**src/rtl/fp_pkg.sv**
```systemverilog
// fp_pkg: FP32 field layout, helpers and
// accumulator FSM encodings.
package fp_pkg;

  localparam int EXP_W = 8;
  localparam int MAN_W = 23;
  localparam int BIAS  = 127;
  localparam int FP_W  = 1 + EXP_W + MAN_W;

  localparam logic [EXP_W-1:0] EXP_MAX =
    EXP_W'(2 * BIAS + 1);

  localparam logic [FP_W-1:0] FP_POS_ZERO = '0;
  localparam logic [FP_W-2:0] FP_INF_MAG =
    {{EXP_W{1'b1}}, {MAN_W{1'b0}}};

  typedef enum logic [2:0] {
    IDLE,
    ALIGN,
    ADD,
    NORM,
    DONE
  } state_t;

  typedef enum logic [1:0] {
    RES_NUM,
    RES_ZERO,
    RES_INF,
    RES_KEEP
  } res_t;

  function automatic logic fp_sign(
    input logic [FP_W-1:0] x
  );
    return x[FP_W-1];
  endfunction

  function automatic logic [EXP_W-1:0] fp_exp(
    input logic [FP_W-1:0] x
  );
    return x[MAN_W +: EXP_W];
  endfunction

  function automatic logic [MAN_W-1:0] fp_frac(
    input logic [FP_W-1:0] x
  );
    return x[MAN_W-1:0];
  endfunction

endpackage

```
**src/rtl/fp_unpack.sv**
```systemverilog
// fp_unpack: split an FP32 word into sign,
// biased exponent and 24b significand.
module fp_unpack
  import fp_pkg::*;
(
  input  logic [FP_W-1:0]  x,
  output logic             sign,
  output logic [EXP_W-1:0] ex,
  output logic [MAN_W:0]   man,
  output logic             is_zero,
  output logic             is_special
);

  // denormals flush to zero; exp all-ones is Inf/NaN
  always_comb begin
    sign       = fp_sign(x);
    ex         = fp_exp(x);
    is_zero    = (ex == '0);
    is_special = &ex;
    man        = is_zero ? '0 : {1'b1, fp_frac(x)};
  end

endmodule

```
**src/rtl/fp_accumulator.sv**
```systemverilog
// fp_accumulator: running FP32 sum of products,
// truncating multi-cycle add, sticky overflow.
module fp_accumulator
  import fp_pkg::*;
(
  input  logic            clk,
  input  logic            resetn,
  input  logic            clear,
  input  logic            in_valid,
  output logic            in_ready,
  input  logic [FP_W-1:0] fp_in,
  input  logic            in_ovf,
  output logic [FP_W-1:0] acc,
  output logic            acc_valid,
  output logic            ovf,
  output logic            busy
);

  state_t state, state_nx;
  res_t   kind;

  logic [FP_W-1:0]  op;
  logic             sgn;
  logic             sub;
  logic [EXP_W+1:0] ex;
  logic [MAN_W+1:0] man;
  logic [MAN_W:0]   sml;

  logic             a_sign, b_sign;
  logic             a_zero, b_zero;
  logic             a_spec, b_spec;
  logic [EXP_W-1:0] a_exp, b_exp;
  logic [MAN_W:0]   a_man, b_man;

  logic             a_big;
  logic             hi_sign;
  logic [EXP_W-1:0] hi_exp, dif;
  logic [MAN_W:0]   hi_man, lo_man, shf;
  logic [MAN_W+1:0] sum;
  logic [FP_W-1:0]  res;
  logic             ovf_hit;

  fp_unpack u_acc (
    .x          (acc),
    .sign       (a_sign),
    .ex         (a_exp),
    .man        (a_man),
    .is_zero    (a_zero),
    .is_special (a_spec)
  );

  fp_unpack u_op (
    .x          (op),
    .sign       (b_sign),
    .ex         (b_exp),
    .man        (b_man),
    .is_zero    (b_zero),
    .is_special (b_spec)
  );

  assign in_ready = (state == IDLE) && !clear;
  assign busy     = (state != IDLE);

  // order operands by magnitude, align smaller, add/sub
  always_comb begin
    a_big = b_zero ||
      (!a_zero && {a_exp, a_man} >= {b_exp, b_man});
    hi_sign = a_big ? a_sign : b_sign;
    hi_exp  = a_big ? a_exp : b_exp;
    hi_man  = a_big ? a_man : b_man;
    lo_man  = a_big ? b_man : a_man;
    dif     = a_big ? a_exp - b_exp : b_exp - a_exp;
    shf     = (dif >= EXP_W'(25)) ? '0 : lo_man >> dif;
    sum     = sub ? man - {1'b0, sml}
                  : man + {1'b0, sml};
  end

  // pack the final value, detecting exp overflow/underflow
  always_comb begin
    res     = acc;
    ovf_hit = 1'b0;
    case (kind)
      RES_ZERO: res = FP_POS_ZERO;
      RES_INF: begin
        res     = {sgn, FP_INF_MAG};
        ovf_hit = 1'b1;
      end
      RES_NUM: begin
        if (!ex[EXP_W+1] &&
            ex[EXP_W:0] >= {1'b0, EXP_MAX}) begin
          res     = {sgn, FP_INF_MAG};
          ovf_hit = 1'b1;
        end else if (ex[EXP_W+1] || ex == '0) begin
          res = FP_POS_ZERO;
        end else begin
          res = {sgn, ex[EXP_W-1:0], man[MAN_W-1:0]};
        end
      end
      default: res = acc;
    endcase
  end

  // state register
  always_ff @(posedge clk or negedge resetn) begin
    if (!resetn) state <= IDLE;
    else         state <= state_nx;
  end

  // next state; clear wins from any state
  always_comb begin
    state_nx = state;
    unique case (state)
      IDLE: begin
        if (in_valid && in_ready)
          state_nx = in_ovf ? DONE : ALIGN;
      end
      ALIGN: begin
        state_nx = (a_spec || b_spec) ? DONE : ADD;
      end
      ADD: begin
        if (sum == '0 ||
            (sum[MAN_W] && !sum[MAN_W+1]))
          state_nx = DONE;
        else
          state_nx = NORM;
      end
      NORM: begin
        if (man[MAN_W+1] || man[MAN_W-1])
          state_nx = DONE;
      end
      DONE:    state_nx = IDLE;
      default: state_nx = IDLE;
    endcase
    if (clear) state_nx = IDLE;
  end

  // datapath and architectural outputs
  always_ff @(posedge clk or negedge resetn) begin
    if (!resetn) begin
      op        <= '0;
      kind      <= RES_KEEP;
      sgn       <= 1'b0;
      sub       <= 1'b0;
      ex        <= '0;
      man       <= '0;
      sml       <= '0;
      acc       <= FP_POS_ZERO;
      acc_valid <= 1'b0;
      ovf       <= 1'b0;
    end else if (clear) begin
      acc       <= FP_POS_ZERO;
      acc_valid <= 1'b0;
      ovf       <= 1'b0;
    end else begin
      acc_valid <= 1'b0;
      unique case (state)
        IDLE: begin
          if (in_valid && in_ready) begin
            op   <= fp_in;
            kind <= RES_KEEP;
            if (in_ovf) ovf <= 1'b1;
          end
        end
        ALIGN: begin
          sgn  <= (b_spec && !a_spec) ? b_sign : hi_sign;
          sub  <= a_sign ^ b_sign;
          ex   <= {2'b00, hi_exp};
          man  <= {1'b0, hi_man};
          sml  <= shf;
          kind <= a_spec ? RES_KEEP :
                  b_spec ? RES_INF : RES_NUM;
        end
        ADD: begin
          man <= sum;
          if (sum == '0) kind <= RES_ZERO;
        end
        NORM: begin
          if (man[MAN_W+1]) begin
            man <= {1'b0, man[MAN_W+1:1]};
            ex  <= ex + (EXP_W+2)'(1);
          end else begin
            man <= {man[MAN_W:0], 1'b0};
            ex  <= ex - (EXP_W+2)'(1);
          end
        end
        DONE: begin
          acc       <= res;
          acc_valid <= 1'b1;
          if (ovf_hit) ovf <= 1'b1;
        end
        default: ;
      endcase
    end
  end

endmodule

```
**config.mk**
```make
export PLATFORM = sky130hd
export DESIGN_NAME = fp_accumulator
export DESIGN_NICKNAME = d
export VERILOG_FILES = /design/src/rtl/fp_pkg.sv /design/src/rtl/fp_unpack.sv /design/src/rtl/fp_accumulator.sv
export SDC_FILE = /design/constraint.sdc
export NUM_CORES = 1
export LEC_CHECK = 0
export CAP_MARGIN = 10
export CORE_UTILIZATION = 47
export CTS_CLUSTER_DIAMETER = 40
export CTS_CLUSTER_SIZE = 16
export DETAILED_ROUTE_END_ITERATION = 8
export GPL_TIMING_DRIVEN = 0
export PLACE_DENSITY = 0.68
export SLEW_MARGIN = 10
export SYNTH_ARGS = -nofsm -noshare
export SYNTH_HDL_FRONTEND = slang
export SYNTH_SLANG_ARGS = --single-unit
```
**constraint.sdc**
```tcl
create_clock -name clk -period 4.8 [get_ports clk]
set_clock_uncertainty 0.05 [all_clocks]
set_input_delay 0.96 -clock clk [delete_from_list [all_inputs] [get_ports clk]]
set_output_delay 0.96 -clock clk [all_outputs]
set_load 0.005 [all_outputs]
```
==> results.ini, run 1 <==
[status]
status=finished clean

[placed_design]
place_congestion=0.9964
portBuffers=72
dp_hpwl_um=31660

[drt]
avgViaCountPerCell=6.376
drtPass1Iterations=5
drc=0
wl_per_cell_um=22.45
drt_wl_total_um=40940
drt_iter0_markers=1429
drtAntennaViolNets=0
num_vias=11629

[min_path]
hp-class=input pin to asynchronous set/reset pin

[worst_setup_path]
crit_path_end_kind=flop
worst_path_most_repeated_cell=nand2_1
critPathBufInv=3
rrSetupSlack_ns=0.17
cp_top_family=compound AO/OA/AOI/OAI gates
cpPeakStageDelay_ns=0.49
start_kind=flop
cp_max_fo=10
critical_path_class=flop to flop
path_cells=nor4_1 -> nand2_1 -> buf_2 -> clkbuf_2 -> and2_1 -> ha_1 -> nand2_1 -> o21ai_2 -> a41o_1 -> nand4_1 -> a21o_4 -> a31o_4 -> and2_4 -> buf_6 -> a31oi_1 -> mux2i_1 -> a32oi_1 -> nand2_1
required_ns=5.07
cp_slowest_cell=dfrtp_1
critPathArrivalTime_ns=4.90

[synthesis]
synth-warning-count=0
synth_fp_nets=1503
synth_cell_type_count=91
synth_cells=1388
synth_area_um2=11590
ys_seq_area_frac=0.2853
synth_edf_count=0
synthArstFlopShare=1.000
synth_seq_cells=132
syn_area_per_cell_um2=8.349
synth_ff_type=dfrtp_1

[finish]
final_common_cell=nand2_1
mostFrequentLayoutCells=nand2_1, dfrtp_1, a21oi_1, o21ai_0
utilization=0.5588
num_antenna_cells=0
drive_above_1_share=0.1180
nNetsFinal=1602
area.growth.synth_to_final_pct=16.92

[cts]
clockBufferDepth=2
cts_hold_buf=0
cts_sinks=132
clk_latency_ns=0.43
cts_tree=yes
cts_buffers=17
cts-htree-levels=4
clkSlewWorstSetupHoldPaths_ns=0.07
clockRootBuffer=clkbuf_16

[sta]
fin_crit_ns=4.635
setup_violations=0
drv_slew=0
fin_crit_sh=0.9656
fmax_ghz=0.2158
setup_tns_ns=0
tightest_slew_ns=0.9614
finalHoldViolCount=0
slew_headroom=0.3567

[floorplan]
initial_core_util=0.4779
die_w_um=159.0
io_pins=73
die-area_um2=25290
die_h_um=159.0
core_area_um2=24250
placementRows=57

[global_route]
grt_pass1_wl_um=63130
grt_pass1_vias=10884
antenna_found_initial=0
grt_usage=0.3220
grt_start_max_net_pins=69
grt_overflow=0

[power]
powerDensity_nw_per_um2=700.6
vdd_ir_drop_max_mv=0.4417
power_leakage_nw=5.800

[flow_run]
maxCapViolCount=0

-- per-layer routing --
metal,wire length (µm),track usage
met5,0,0
met2,18400,0.5028
met4,1408,0.1219
met1,17620,0.4470
met3,3514,0.05262
-- cells in the mapped netlist (12+ instances only) --
| cell | count | area, µm² |
|---|---|---|
| inv_1 | 50 | 187.7 |
| mux2i_1 | 61 | 610.6 |
| and2_1 | 32 | 200.2 |
| nor2b_1 | 15 | 93.84 |
| o21ai_0 | 100 | 500.5 |
| nand4_1 | 17 | 106.4 |
| a22oi_1 | 18 | 135.1 |
| nor2_1 | 76 | 285.3 |
| nor3_1 | 20 | 100.1 |
| ha_1 | 74 | 925.9 |
| a21oi_1 | 107 | 535.5 |
| xnor2_1 | 44 | 385.4 |
| mux2_2 | 48 | 540.5 |
| nand3_1 | 38 | 190.2 |
| nand2_1 | 198 | 743.2 |
| o211ai_1 | 23 | 172.7 |
| dfrtp_1 | 130 | 3253 |
| a21o_1 | 12 | 90.09 |
| a22o_1 | 25 | 219.0 |
| a31oi_1 | 16 | 100.1 |
| clkbuf_1 | 49 | 183.9 |
-- final cells by class --
type / count / area (µm²)
well taps: 324 / 405.4
fillers: 2259 / 10700
repair buffers: 81 / 809.5
clock buffers: 19 / 442.9
clock inverters: 13 / 135.1
flip-flops and latches: 132 / 3309
plain buffers: 74 / 345.3
inverters: 50 / 187.7
multi-input cells: 1131 / 7914
-- path summary, 6_finish.rpt --
path                              start       to  cells after the start
worst min register to register      sgn      sgn                      2
max in group asynchronous        resetn  kind[1]                      2
min in group clk                    sgn      sgn                      2
worst max-delay path            acc[25]   sml[1]                     18
worst max register to register  acc[25]   sml[1]                     18
worst min-delay path             resetn    op[2]                      1
-- registers in the layout (all words and copies together), names as in the netlist, 2 cells and up --
signal and count:
man 25, op 32, sml 24, ex 10
state 3, acc 32, kind 2
-- through the flow --
stage                     setup slack, ns  total power [mW]  std cells  cell area [µm²]  hold slack, ns
final                              0.1651             9.492       1824            13550          0.4565
after global routing            -0.007286             10.13       1824            13550          0.4953
after CTS                        0.007848             9.255       1818            13370          0.4630
after detailed placement          -0.5497             7.880       1785            12740          0.4449
after global placement             -2.672             7.780       1784            12710          0.4393
after floorplan                    0.7369             6.206       1388            11590          0.4001
-- power by group --
group	internal (mW)	total, mW	switching [mW]	leakage [nW]
clock	0.776	1.32	0.539	0.282
combinational	2.47	6.23	3.76	3.81
sequential	1.41	1.94	0.534	1.70
total	4.66	9.49	4.83	5.80
-- timing repair --
action / in CTS / in global routing
setup buffers: 1 / 7
endpoints found under the setup margin: 45 / 50
pin swaps: 1 / 6
gates resized for setup: 10 / 38
-- cells by family (layout without fill, tap and decap cells) --
| family | count (synthesis) | after routing | share of synthesized area |
|---|---|---|---|
| buf+inv | 125 | 237 | 0.04513 |
| fa+ha+maj | 78 | 78 | 0.08681 |
| simple gates | 474 | 474 | 0.1987 |
| flops | 132 | 132 | 0.2853 |
| xor+xnor | 54 | 54 | 0.04081 |
| mux | 115 | 115 | 0.1110 |
| compound gates | 410 | 410 | 0.2324 |
Power figures use the tool's default switching activity.
==> run 2: changes to the inputs <==
Settings changed: MAX_ROUTING_LAYER set to met4, PLACE_DENSITY 0.68 to 0.69.
Clock period 4.8 ns to 5.6 ns, I/O delays scaled along.
==> results.ini, run 2 (same netlist as run 1, synthesis figures left out) <==
[status]
status=finished clean  ; unchanged

[finish]
area.growth.synth_to_final_pct=15.14  ; was 16.92%
fillers=2265  ; was 2259
drive_above_1_share=0.09316  ; was 0.1180
final_common_cell=nand2_1  ; unchanged
stdcell_area_um2=13340  ; was 13550 µm²
finalNonFillerCells=1817  ; was 1824
nNetsFinal=1595  ; was 1602
top_regs=acc (32), op (32), man (25)  ; unchanged
mostFrequentLayoutCells=nand2_1, dfrtp_1, a21oi_1, o21ai_0, nor2_1  ; was nand2_1, dfrtp_1, a21oi_1, o21ai_0

[worst_setup_path]
cp_slowest_cell=mux2i_1  ; was dfrtp_1
worst_path_most_repeated_cell=nand2_1  ; unchanged
required_ns=5.90  ; was 5.07 ns
cp_max_fo=10  ; unchanged
critPathArrivalTime_ns=5.63  ; was 4.90 ns
start_kind=flop  ; unchanged
crit_path_end_kind=flop  ; unchanged
path_cells=nor4_1 -> nand2_1 -> clkbuf_1 -> buf_1 -> nand2_1 -> ha_1 -> a21oi_1 -> o21ai_1 -> a41o_1 -> nand4_1 -> a21o_4 -> nand3_2 -> mux2i_1 -> o211ai_1 -> o32a_1 -> o21ai_0  ; was nor4_1 -> nand2_1 -> buf_2 -> clkbuf_2 -> and2_1 -> ha_1 -> nand2_1 -> o21ai_2 -> a41o_1 -> nand4_1 -> a21o_4 -> a31o_4 -> and2_4 -> buf_6 -> a31oi_1 -> mux2i_1 -> a32oi_1 -> nand2_1
critical_path_class=flop to flop  ; unchanged
cpPeakStageDelay_ns=0.71  ; was 0.49 ns

[drt]
drt_wl_total_um=40980  ; was 40940 µm
avgViaCountPerCell=6.357  ; was 6.376
wl_met2_um=18080  ; was 18400 µm
routedLengthMet1_um=18150  ; was 17620 µm
drt_iter0_markers=1264  ; was 1429
met3_length_um=3285  ; was 3514 µm
drtPass1Iterations=5  ; unchanged
num_vias=11551  ; was 11629
wl_per_cell_um=22.55  ; was 22.45 µm
drtAntennaViolNets=0  ; unchanged
drc=0  ; unchanged
top_layer=met4  ; unchanged

[global_route]
grt_pass1_vias=10725  ; was 10884
grt_start_max_net_pins=68  ; was 69
grt_overflow=0  ; unchanged
grt_usage=0.3354  ; was 0.3220
antenna_found_initial=1  ; was 0
grt_pass1_wl_um=63620  ; was 63130 µm

[cts]
cts-htree-levels=4  ; unchanged
cts_resized=0  ; was 10
cts_sinks=132  ; unchanged
cts_tree=yes  ; unchanged
clk_latency_ns=0.44  ; was 0.43 ns
clockBufferDepth=2  ; unchanged
cts_buffers=17  ; unchanged
clkSlewWorstSetupHoldPaths_ns=0.07  ; about the same
clockRootBuffer=clkbuf_16  ; unchanged
cts_hold_buf=0  ; unchanged
post_cts_buffers=0  ; was 1

[sta]
setup_violations=0  ; unchanged
whs_ns=0.4576  ; was 0.4565 ns
fin_crit_sh=0.9516  ; was 0.9656
worst_slack_ns=0.2708  ; was 0.1651 ns
slew_headroom=0.1439  ; was 0.3567
drv_slew=0  ; unchanged
fmax_ghz=0.1876  ; was 0.2158 GHz
finalHoldViolCount=0  ; unchanged
tightest_slew_ns=1.279  ; was 0.9614 ns
fin_crit_ns=5.329  ; was 4.635 ns
rsz0062_at_grt=no

[floorplan]
io_pins=73  ; unchanged
initial_core_util=0.4779  ; unchanged
die_h_um=159.0  ; unchanged
die_w_um=159.0  ; unchanged
placementRows=57  ; unchanged
core_area_um2=24250  ; unchanged
die-area_um2=25290  ; unchanged

[power]
powerDensity_nw_per_um2=604.2  ; was 700.6 nW/µm²
power_leakage_nw=5.717  ; was 5.800 nW
power.total_mw=8.062  ; was 9.492 mW
vdd_ir_drop_max_mv=0.3253  ; was 0.4417 mV

[min_path]
hp-class=flop to flop  ; was input pin to asynchronous set/reset pin

[placed_design]
dpl_cell_area_um2=12740  ; unchanged
dp_cells=1785  ; unchanged
dp_slack_ns=0.4600  ; was -0.5497 ns
dp_hpwl_um=31790  ; was 31660 µm
portBuffers=72  ; unchanged
place_congestion=0.9875  ; was 0.9964

[flow_run]
maxCapViolCount=0  ; unchanged

==> run 2: cell count changes in the layout (fill, tap and decap cells not counted), moves of 3 or more <==
cell      change
dfrtp_2       -3
dfrtp_1       +3
clkbuf_2      -7
buf_4         -8
clkbuf_1      +8
==> run 2: worst max-delay path: cells and delay by family (launching register included) <==
family	cells	cell delay (ns)
AOI/OAI and AO/OA	7	1.85
buffers and inverters	2	0.94
and+or+nand+nor	5	0.86
muxes	1	0.71
DFF	1	0.53
adders and majority gates	1	0.31
==> run 2: report_power, final <==
group | internal [mW] | switching, mW
registers | 1.21 | 0.450
clock network | 0.709 | 0.473
logic | 2.06 | 3.17
==> run 2: layer usage <==
layer / global-route usage / vias up
li1: - / 5256
met1: 0.4653 / 5626
met2: 0.4952 / 585
met3: 0.04532 / 84
met4: 0.1289 / 0
met5: - / -
==> run 2: area by class of cell <==
class                   instances  area, µm²  share of cell area
plain buffers                  75      335.3             0.02513
clock inverters                13      157.7             0.01182
flip-flops and latches        132       3306              0.2477
repair buffers                 73      749.5             0.05617
inverters                      50      187.7             0.01407
well taps                     324      405.4             0.03038
diodes                          1      2.502           0.0001875
multi-input cells            1131       7760              0.5816
clock buffers                  18      439.2             0.03291
==> run 2: path summary, 6_finish.rpt <==
kind	depth (start not counted)	endpoint	startpoint	slack (ns)
worst max-delay path	16	sml[12]	op[24]	0.27
worst min-delay path	2	ovf	ovf	0.46
worst max register to register	16	sml[12]	op[24]	0.27
worst min register to register	2	ovf	ovf	0.46
max in group asynchronous	2	kind[0]	resetn	4.06
min in group asynchronous	1	op[5]	resetn	0.62
==> run 2: per-stage QoR <==
stage,setup TNS [ns],util
floorplan,0,-
global placement,-267.81,0.5244
detailed placement,0,0.5255
CTS,0,0.5502
global route,0,0.5503
finish,0,0.5503
